<file path="config.mk">
export PLATFORM = sky130hd
export DESIGN_NAME = imem_arbiter_flat
export DESIGN_NICKNAME = d
export VERILOG_FILES = /design/src/rtl/imem_arbiter_if.sv /design/src/rtl/imem_arbiter.sv /design/src/flat_wrapper.sv
export SDC_FILE = /design/constraint.sdc
export NUM_CORES = 1
export LEC_CHECK = 0
export BUFFER_PORTS_ARGS = -buffer_cell sky130_fd_sc_hd__buf_2
export CORE_AREA = 2 2 86 88
export DETAILED_ROUTE_END_ITERATION = 8
export DIE_AREA = 0 0 88 90
export GPL_TIMING_DRIVEN = 0
export SLEW_MARGIN = 20
export SYNTH_ARGS = -nofsm -noshare
export SYNTH_HDL_FRONTEND = slang
export SYNTH_SLANG_ARGS = --single-unit
</file>
<file path="constraint.sdc">
create_clock -name clk -period 3.8 [get_ports clk]
set_input_delay 0 -clock clk [delete_from_list [all_inputs] [get_ports clk]]
set_output_delay 0 -clock clk [all_outputs]
set_load 0.01 [all_outputs]
</file>
<file path="src/rtl/imem_arbiter_if.sv">
//------------------------------------------------------------------------------
// imem_arbiter_if
//
// Bundles the three buses that meet at the instruction-memory arbiter:
//   fetch port  : f_req, f_addr -> f_gnt, f_rvalid, f_rdata, f_err
//   loader port : ld_req, ld_addr, ld_wdata, ld_lock -> ld_gnt, ld_count
//   memory port : mem_en, mem_we, mem_addr, mem_wdata <- mem_rdata
//
// Modports:
//   slave  : the arbiter itself (consumes requests, drives grants and memory)
//   master : the surrounding system (fetch stage, loader and memory macro)
//
// DEPTH_LOG2 must match the arbiter instance it is connected to.
//------------------------------------------------------------------------------
interface imem_arbiter_if #(
   parameter int DEPTH_LOG2 = 8
);

   // fetch port
   logic                  f_req;
   logic [31:0]           f_addr;
   logic                  f_gnt;
   logic                  f_rvalid;
   logic [31:0]           f_rdata;
   logic                  f_err;

   // loader port
   logic                  ld_req;
   logic [31:0]           ld_addr;
   logic [31:0]           ld_wdata;
   logic                  ld_lock;
   logic                  ld_gnt;
   logic [DEPTH_LOG2:0]   ld_count;

   // memory macro port
   logic                  mem_en;
   logic                  mem_we;
   logic [DEPTH_LOG2-1:0] mem_addr;
   logic [31:0]           mem_wdata;
   logic [31:0]           mem_rdata;

   modport slave (
      input  f_req,
      input  f_addr,
      output f_gnt,
      output f_rvalid,
      output f_rdata,
      output f_err,
      input  ld_req,
      input  ld_addr,
      input  ld_wdata,
      input  ld_lock,
      output ld_gnt,
      output ld_count,
      output mem_en,
      output mem_we,
      output mem_addr,
      output mem_wdata,
      input  mem_rdata
   );

   modport master (
      output f_req,
      output f_addr,
      input  f_gnt,
      input  f_rvalid,
      input  f_rdata,
      input  f_err,
      output ld_req,
      output ld_addr,
      output ld_wdata,
      output ld_lock,
      input  ld_gnt,
      input  ld_count,
      input  mem_en,
      input  mem_we,
      input  mem_addr,
      input  mem_wdata,
      output mem_rdata
   );

endinterface

</file>
<file path="src/rtl/imem_arbiter.sv">
//------------------------------------------------------------------------------
// imem_arbiter
//
// Shares a single-port synchronous instruction memory between the core fetch
// port (read-only) and the program loader (write-only). Round-robin between
// the two, with a loader lock that gives the loader exclusive ownership for
// burst downloads. Addresses are checked against the 4*2^DEPTH_LOG2-byte
// window; bad fetches return NOP_WORD with f_err, bad loader writes are
// silently dropped.
//
// Ports:
//   clk    : clock, all state changes on the rising edge
//   rst_n  : synchronous active-low reset
//   bus    : imem_arbiter_if.slave carrying fetch, loader and memory buses
//
// Parameters:
//   DEPTH_LOG2 : log2 of memory depth in 32-bit words
//   NOP_WORD   : instruction returned on an errored fetch
//------------------------------------------------------------------------------
module imem_arbiter #(
   parameter int          DEPTH_LOG2 = 8,
   parameter logic [31:0] NOP_WORD   = 32'h00000013
) (
   input  logic           clk,
   input  logic           rst_n,
   imem_arbiter_if.slave  bus
);

   //---------------------------------------------------------------------------
   // Constants
   //---------------------------------------------------------------------------
   localparam logic [0:0] ST_SHARED = 1'b0;
   localparam logic [0:0] ST_LOCKED = 1'b1;

   // encoding of the last_gnt register
   localparam logic GNT_F  = 1'b0;
   localparam logic GNT_LD = 1'b1;

   // requester index into the per-port decode arrays
   localparam int IDX_F  = 0;
   localparam int IDX_LD = 1;

   localparam logic [DEPTH_LOG2:0] LD_COUNT_MAX = {1'b1, {DEPTH_LOG2{1'b0}}};

   //---------------------------------------------------------------------------
   // State
   //---------------------------------------------------------------------------
   logic [0:0]          state_reg;
   logic [0:0]          state_next;
   logic                last_gnt_reg;
   logic                last_gnt_next;
   logic                f_rvalid_reg;
   logic                f_rvalid_next;
   logic                f_err_reg;
   logic                f_err_next;
   logic [DEPTH_LOG2:0] ld_count_reg;
   logic [DEPTH_LOG2:0] ld_count_next;

   //---------------------------------------------------------------------------
   // Per-requester address decode
   //---------------------------------------------------------------------------
   logic [31:0]           req_addr  [2];
   logic [1:0]            addr_err;
   logic [DEPTH_LOG2-1:0] word_addr [2];

   assign req_addr[IDX_F]  = bus.f_addr;
   assign req_addr[IDX_LD] = bus.ld_addr;

   // Both ports share the same window check: word aligned and no bits set
   // above the top of the memory.
   genvar gi;
   generate
      for (gi = 0; gi < 2; gi++) begin : g_addr_dec
         logic misaligned;
         logic out_of_range;

         assign misaligned   = |req_addr[gi][1:0];
         assign out_of_range = |req_addr[gi][31:DEPTH_LOG2+2];
         assign addr_err[gi] = misaligned | out_of_range;
         assign word_addr[gi] = req_addr[gi][DEPTH_LOG2+1:2];
      end
   endgenerate

   //---------------------------------------------------------------------------
   // Arbitration
   //---------------------------------------------------------------------------
   logic lock_hold;
   logic f_gnt_c;
   logic ld_gnt_c;
   logic f_mem_ok;
   logic ld_mem_ok;

   // The lock is only honoured while ld_lock stays high; the first cycle with
   // ld_lock low is already arbitrated as SHARED.
   assign lock_hold = (state_reg == ST_LOCKED) && bus.ld_lock;

   always_comb begin
      f_gnt_c  = 1'b0;
      ld_gnt_c = 1'b0;
      if (!rst_n) begin
         f_gnt_c  = 1'b0;
         ld_gnt_c = 1'b0;
      end else if (lock_hold) begin
         ld_gnt_c = bus.ld_req;
      end else if (bus.f_req && bus.ld_req) begin
         // conflict: the side that did not win last time wins now
         if (last_gnt_reg == GNT_LD) begin
            f_gnt_c = 1'b1;
         end else begin
            ld_gnt_c = 1'b1;
         end
      end else begin
         f_gnt_c  = bus.f_req;
         ld_gnt_c = bus.ld_req;
      end
   end

   // A granted request with a bad address still consumes its turn but never
   // reaches the memory.
   assign f_mem_ok  = f_gnt_c  && !addr_err[IDX_F];
   assign ld_mem_ok = ld_gnt_c && !addr_err[IDX_LD];

   //---------------------------------------------------------------------------
   // Next-state logic
   //---------------------------------------------------------------------------
   always_comb begin
      state_next = ST_SHARED;
      if (lock_hold) begin
         state_next = ST_LOCKED;
      end else if (ld_gnt_c && bus.ld_lock) begin
         state_next = ST_LOCKED;
      end
   end

   always_comb begin
      last_gnt_next = last_gnt_reg;
      if (ld_gnt_c) begin
         last_gnt_next = GNT_LD;
      end else if (f_gnt_c) begin
         last_gnt_next = GNT_F;
      end
   end

   always_comb begin
      ld_count_next = ld_count_reg;
      if (ld_mem_ok && (ld_count_reg != LD_COUNT_MAX)) begin
         ld_count_next = ld_count_reg + 1'b1;
      end
   end

   assign f_rvalid_next = f_gnt_c;
   assign f_err_next    = f_gnt_c && addr_err[IDX_F];

   //---------------------------------------------------------------------------
   // Registers
   //---------------------------------------------------------------------------
   always_ff @(posedge clk) begin
      if (!rst_n) begin
         state_reg    <= ST_SHARED;
         last_gnt_reg <= GNT_LD;
         f_rvalid_reg <= 1'b0;
         f_err_reg    <= 1'b0;
         ld_count_reg <= '0;
      end else begin
         state_reg    <= state_next;
         last_gnt_reg <= last_gnt_next;
         f_rvalid_reg <= f_rvalid_next;
         f_err_reg    <= f_err_next;
         ld_count_reg <= ld_count_next;
      end
   end

   //---------------------------------------------------------------------------
   // Outputs
   //---------------------------------------------------------------------------
   assign bus.f_gnt    = f_gnt_c;
   assign bus.ld_gnt   = ld_gnt_c;
   assign bus.f_rvalid = f_rvalid_reg;
   assign bus.f_err    = f_err_reg;
   // memory read data arrives one cycle after the grant, aligned with f_rvalid
   assign bus.f_rdata  = f_err_reg ? NOP_WORD : bus.mem_rdata;
   assign bus.ld_count = ld_count_reg;

   assign bus.mem_en    = f_mem_ok || ld_mem_ok;
   assign bus.mem_we    = ld_mem_ok;
   assign bus.mem_addr  = ld_gnt_c ? word_addr[IDX_LD] : word_addr[IDX_F];
   assign bus.mem_wdata = ld_mem_ok ? bus.ld_wdata : 32'h0;

endmodule
</file>
<file path="src/flat_wrapper.sv">
// flat-port wrapper written by rule: the top's interface ports become plain ports
module imem_arbiter_flat 
#(
   parameter int          DEPTH_LOG2 = 8,
   parameter logic [31:0] NOP_WORD   = 32'h00000013
)
  (clk, rst_n, bus_f_req, bus_f_addr, bus_f_gnt, bus_f_rvalid, bus_f_rdata, bus_f_err, bus_ld_req, bus_ld_addr, bus_ld_wdata, bus_ld_lock, bus_ld_gnt, bus_ld_count, bus_mem_en, bus_mem_we, bus_mem_addr, bus_mem_wdata, bus_mem_rdata);
  imem_arbiter_if #(.DEPTH_LOG2(DEPTH_LOG2)) bus_i ();
  input  logic clk;
  input  logic rst_n;
  input wire logic [$bits(bus_i.f_req)-1:0] bus_f_req;
  input wire logic [$bits(bus_i.f_addr)-1:0] bus_f_addr;
  output wire logic [$bits(bus_i.f_gnt)-1:0] bus_f_gnt;
  output wire logic [$bits(bus_i.f_rvalid)-1:0] bus_f_rvalid;
  output wire logic [$bits(bus_i.f_rdata)-1:0] bus_f_rdata;
  output wire logic [$bits(bus_i.f_err)-1:0] bus_f_err;
  input wire logic [$bits(bus_i.ld_req)-1:0] bus_ld_req;
  input wire logic [$bits(bus_i.ld_addr)-1:0] bus_ld_addr;
  input wire logic [$bits(bus_i.ld_wdata)-1:0] bus_ld_wdata;
  input wire logic [$bits(bus_i.ld_lock)-1:0] bus_ld_lock;
  output wire logic [$bits(bus_i.ld_gnt)-1:0] bus_ld_gnt;
  output wire logic [$bits(bus_i.ld_count)-1:0] bus_ld_count;
  output wire logic [$bits(bus_i.mem_en)-1:0] bus_mem_en;
  output wire logic [$bits(bus_i.mem_we)-1:0] bus_mem_we;
  output wire logic [$bits(bus_i.mem_addr)-1:0] bus_mem_addr;
  output wire logic [$bits(bus_i.mem_wdata)-1:0] bus_mem_wdata;
  input wire logic [$bits(bus_i.mem_rdata)-1:0] bus_mem_rdata;
  assign bus_i.f_req = bus_f_req;
  assign bus_i.f_addr = bus_f_addr;
  assign bus_f_gnt = bus_i.f_gnt;
  assign bus_f_rvalid = bus_i.f_rvalid;
  assign bus_f_rdata = bus_i.f_rdata;
  assign bus_f_err = bus_i.f_err;
  assign bus_i.ld_req = bus_ld_req;
  assign bus_i.ld_addr = bus_ld_addr;
  assign bus_i.ld_wdata = bus_ld_wdata;
  assign bus_i.ld_lock = bus_ld_lock;
  assign bus_ld_gnt = bus_i.ld_gnt;
  assign bus_ld_count = bus_i.ld_count;
  assign bus_mem_en = bus_i.mem_en;
  assign bus_mem_we = bus_i.mem_we;
  assign bus_mem_addr = bus_i.mem_addr;
  assign bus_mem_wdata = bus_i.mem_wdata;
  assign bus_i.mem_rdata = bus_mem_rdata;
  imem_arbiter #(.DEPTH_LOG2(DEPTH_LOG2), .NOP_WORD(NOP_WORD)) u_core (.clk(clk), .rst_n(rst_n), .bus(bus_i));
endmodule
</file>
==> out/metrics.sh <==
SYNTH_AREA_MM2=0.00139
MAXIMUM_FANOUT_ALONG_THE_WORST_PATH=10
SLEW_VIOLATIONS=0
WORSTHOLDPATHCELLS=3
NUMBER_OF_VIAS_IN_THE_ROUTED_LAYOUT=2184
POST-DP-HPWL_UM=5090
POWER.STATIC_LEAKAGE_nW=1.62
CLOCK_INSERTION_DELAY_WORST_SKEW_PS=250
CP-START-KIND='primary input'
LEADING_CELL_TYPE_IN_THE_LAYOUT_FILL_AND_TAPS_EXCLUDED='buf_2'
FINAL-SEQ-AREA_UM2=260
TIMING.HOLD.WORST.CLASS='primary input to register'
SYNTHESIZED_FLOP_AND_LATCH_TOTAL=13
FILLERS=751
ROUTE.DETAILED.VIAS_PER_INST=4.37
YS_TYPES=34
FIN_NETS=537
FIRST_ITER_VIOLATIONS=64
PERIOD_SHARE=0.477
FP-ROW-COUNT=31
AVERAGE_CELL_AREA_AFTER_SYNTHESIS_UM2=7.80
ANTENNA_CELLS=0
MULTI_INPUT_COMB_AREA_MM2=0.00104
PLACE_WORST_SETUP_SLACK_PS=2300
GRT_OVERFLOW=0
MAXCAPVIOLCOUNT=0
MAX-VDD-IR-DROP_V=0.0000570
NUMBER_OF_BUFFERS_BETWEEN_CLOCK_ROOT_AND_THE_DEEPEST_SINK=2
FINALSETUPTNS_PS=0
FMAX_MHz=552
DETAIL_ROUTE.WL_PER_CELL_UM=11.8
NUMCLOCKSINKS=13
REMAINING_DRC_ERRORS=0
HOLD_SLACK_PS=46.5
CTS_SETUP_BUFFERS=0
REGTOREGENDPOINT='u_core.bus.ld_count[2]$_SDFFE_PN0P_'
REQUIRED_PS=3800
NUMBER_OF_CTS_INSERTED_BUFFERS=3
POSTROUTEANTENNANETS=0
PORT-BUFFER-COUNT=218
POST_ROUTE_CELLS_DRIVE_ABOVE_1_SHARE=0.636
OUTCOME='complete, no violations'
WORST_SLEW_MARGIN_REL=0.673
POSTROUTEWIRELENGTH_UM=5900
DIE_W_UM=88
HOLD_BUFS_INSERTED_AFTER_CTS=1
TRITONCTS='yes'
SKEW_PS=6.85
GR-USAGE-ALL-LAYERS=0.136
NUMBER_OF_FLIP_FLOPS_IN_THE_LARGEST_REGISTER=9
END_KIND='output pin'
CTS.REPAIR.RESIZED=0
R2R-START='u_core.state_reg$_SDFF_PN0_'
CLOCK_PIN_SLEW_ON_THE_WORST_SETUP_AND_HOLD_PATHS_PS=60
GRT_ANTENNA_BEFORE_REPAIR=0
LAYOUT_MIN_CYCLE_TIME_PS=1810
SYNTH.YOSYS.WARNINGS=0
FIRST_PASS_ITERATION_COUNT_OF_THE_DETAILED_ROUTER=4
FINAL_CELL_MIX='buf_2 (226), and3_1 (32), nor2b_1 (31)'
PLACEABLECOREAREA_MM2=0.00702
WORST_HOLD_STARTPOINT='bus_ld_req'
REG2REGPATHDEPTH=5
DIE_FOOTPRINT_MM2=0.00792
DESIGN.PORTCOUNT=220
SYNTH_NET_COUNT=313
HOLD_VIOLATIONS=0
FP.DIEH_UM=90
SEQ_AREA_FRAC_SYNTH=0.188
WORST_SLEW_PIN_SLEW_PS=491
GRT_SETUP_UNREPAIRED='no'
WORST_EP_ARRIVAL_TIME_PS=1810
SETUP_VIOL=0
TIMING.FINAL.WS_SETUP_PS=1990
PWR_DENSITY_CELL_mW_PER_MM2=164
GRT_FIRST_PASS_WIRELENGTH_UM=8950
START_UTIL=0.198
WORSTSETUPPATHTYPE='primary input to output pin'
GRT_PASS1_VIAS=2096
FLOW.AREA_GROWTH_FROM_SYNTHESIS_PCT=91.6
CTS_ROOT_BUF='clkbuf_8'
TIMING.REG2REG.SETUP_SLACK_PS=2400
SYNTHCELLS=178
CTS.HTREE.LEVELS=1
PIN_COUNT_OF_THE_BIGGEST_NET_ENTERING_GLOBAL_ROUTING=11
ROUTABILITYCONGESTION=0.765
MIN_TO='u_core.state_reg$_SDFF_PN0_'
worst max path at each step:
| stage | startpoint | endpoint | slack (ps) | cells after the start |
|---|---|---|---|---|
| finish | bus_ld_lock | bus_mem_wdata[16] | 1990 | 7 |
| global route | bus_ld_lock | bus_mem_wdata[16] | 1920 | 7 |
| CTS | bus_ld_lock | bus_mem_wdata[16] | 1960 | 7 |
| detailed placement | bus_ld_addr[15] | bus_mem_wdata[16] | 2300 | 6 |
| global placement | bus_ld_addr[15] | bus_mem_wdata[16] | 2310 | 6 |
| floorplan | u_core.bus.ld_count[2]$_SDFFE_PN0P_ | u_core.bus.ld_count[7]$_SDFFE_PN0P_ | 2510 | 4 |
layer usage:
metal / part of all wire / GRT usage / wire (um)
met1: 0.39 / 0.143 / 2320
met2: 0.51 / 0.269 / 2990
met3: 0.090 / 0.0174 / 531
met4: 0.0093 / 0.0385 / 55
met5: 0 / 0 / 0
stage by stage:
step                      power (mW)  instance area, um^2   util  instances
after floorplan                0.207                 1390      -        178
after global placement         0.308                 2600  0.371        495
after detailed placement       0.311                 2600  0.371        495
after CTS                      0.439                 2660  0.379        500
after global routing           0.462                 2660  0.379        500
final                          0.435                 2660  0.379        500
cell type report:
| cell class | count | area share |
|---|---|---|
| buffer | 13 | 0.0226 |
| multi-input combinational | 145 | 0.392 |
| sequential | 13 | 0.0979 |
| tap | 99 | 0.0466 |
| inverter | 7 | 0.00988 |
| timing repair buffer | 219 | 0.414 |
| clock buffer | 3 | 0.0155 |
| clock inverter | 1 | 0.00188 |
where the power goes:
part | total, mW | internal (mW) | switching, mW
logic | 0.166 | 0.0939 | 0.0718
registers | 0.141 | 0.139 | 0.00226
clock network | 0.128 | 0.0725 | 0.0558
total | 0.435 | 0.305 | 0.130
cells in the mapped netlist, drive strengths merged:
cell     count  share of area
o311ai       5          0.032
nor2b       31           0.14
nand3        3          0.011
o21ai        2         0.0072
buf          8          0.029
nor4        13          0.096
or2          3          0.014
a21oi        1         0.0036
clkbuf       5          0.014
o2111a       1         0.0090
o211ai       1         0.0090
nand2        9          0.030
mux2i        3          0.022
a41o         1         0.0072
and4         3          0.019
mux2         8          0.065
o31ai        6          0.032
nand4        5          0.023
nor3         1         0.0036
ha           2          0.018
a31oi        1         0.0045
dfxtp       13           0.19
nand2b       4          0.018
inv          7          0.019
and3        32           0.14
nor2         6          0.016
o2111ai      1          0.011
and2         2         0.0090
a21bo        1         0.0072
cells by family after synthesis:
| kind of cell | count (synthesis) | share of synthesized area |
|---|---|---|
| simple gates | 112 | 0.523 |
| compound gates | 20 | 0.123 |
| buf+inv | 20 | 0.0622 |
| flops | 13 | 0.188 |
| mux | 11 | 0.0866 |
| fa+ha+maj | 2 | 0.0180 |
critical path, stage by stage:
cell and delay, ps:
dlygate4sd3_1 550, buf_2 130, a21bo_2 260, o2111a_2 350
buf_2 190, and3_1 190, buf_2 140
Note: power is estimated with default switching activity, not from simulation.
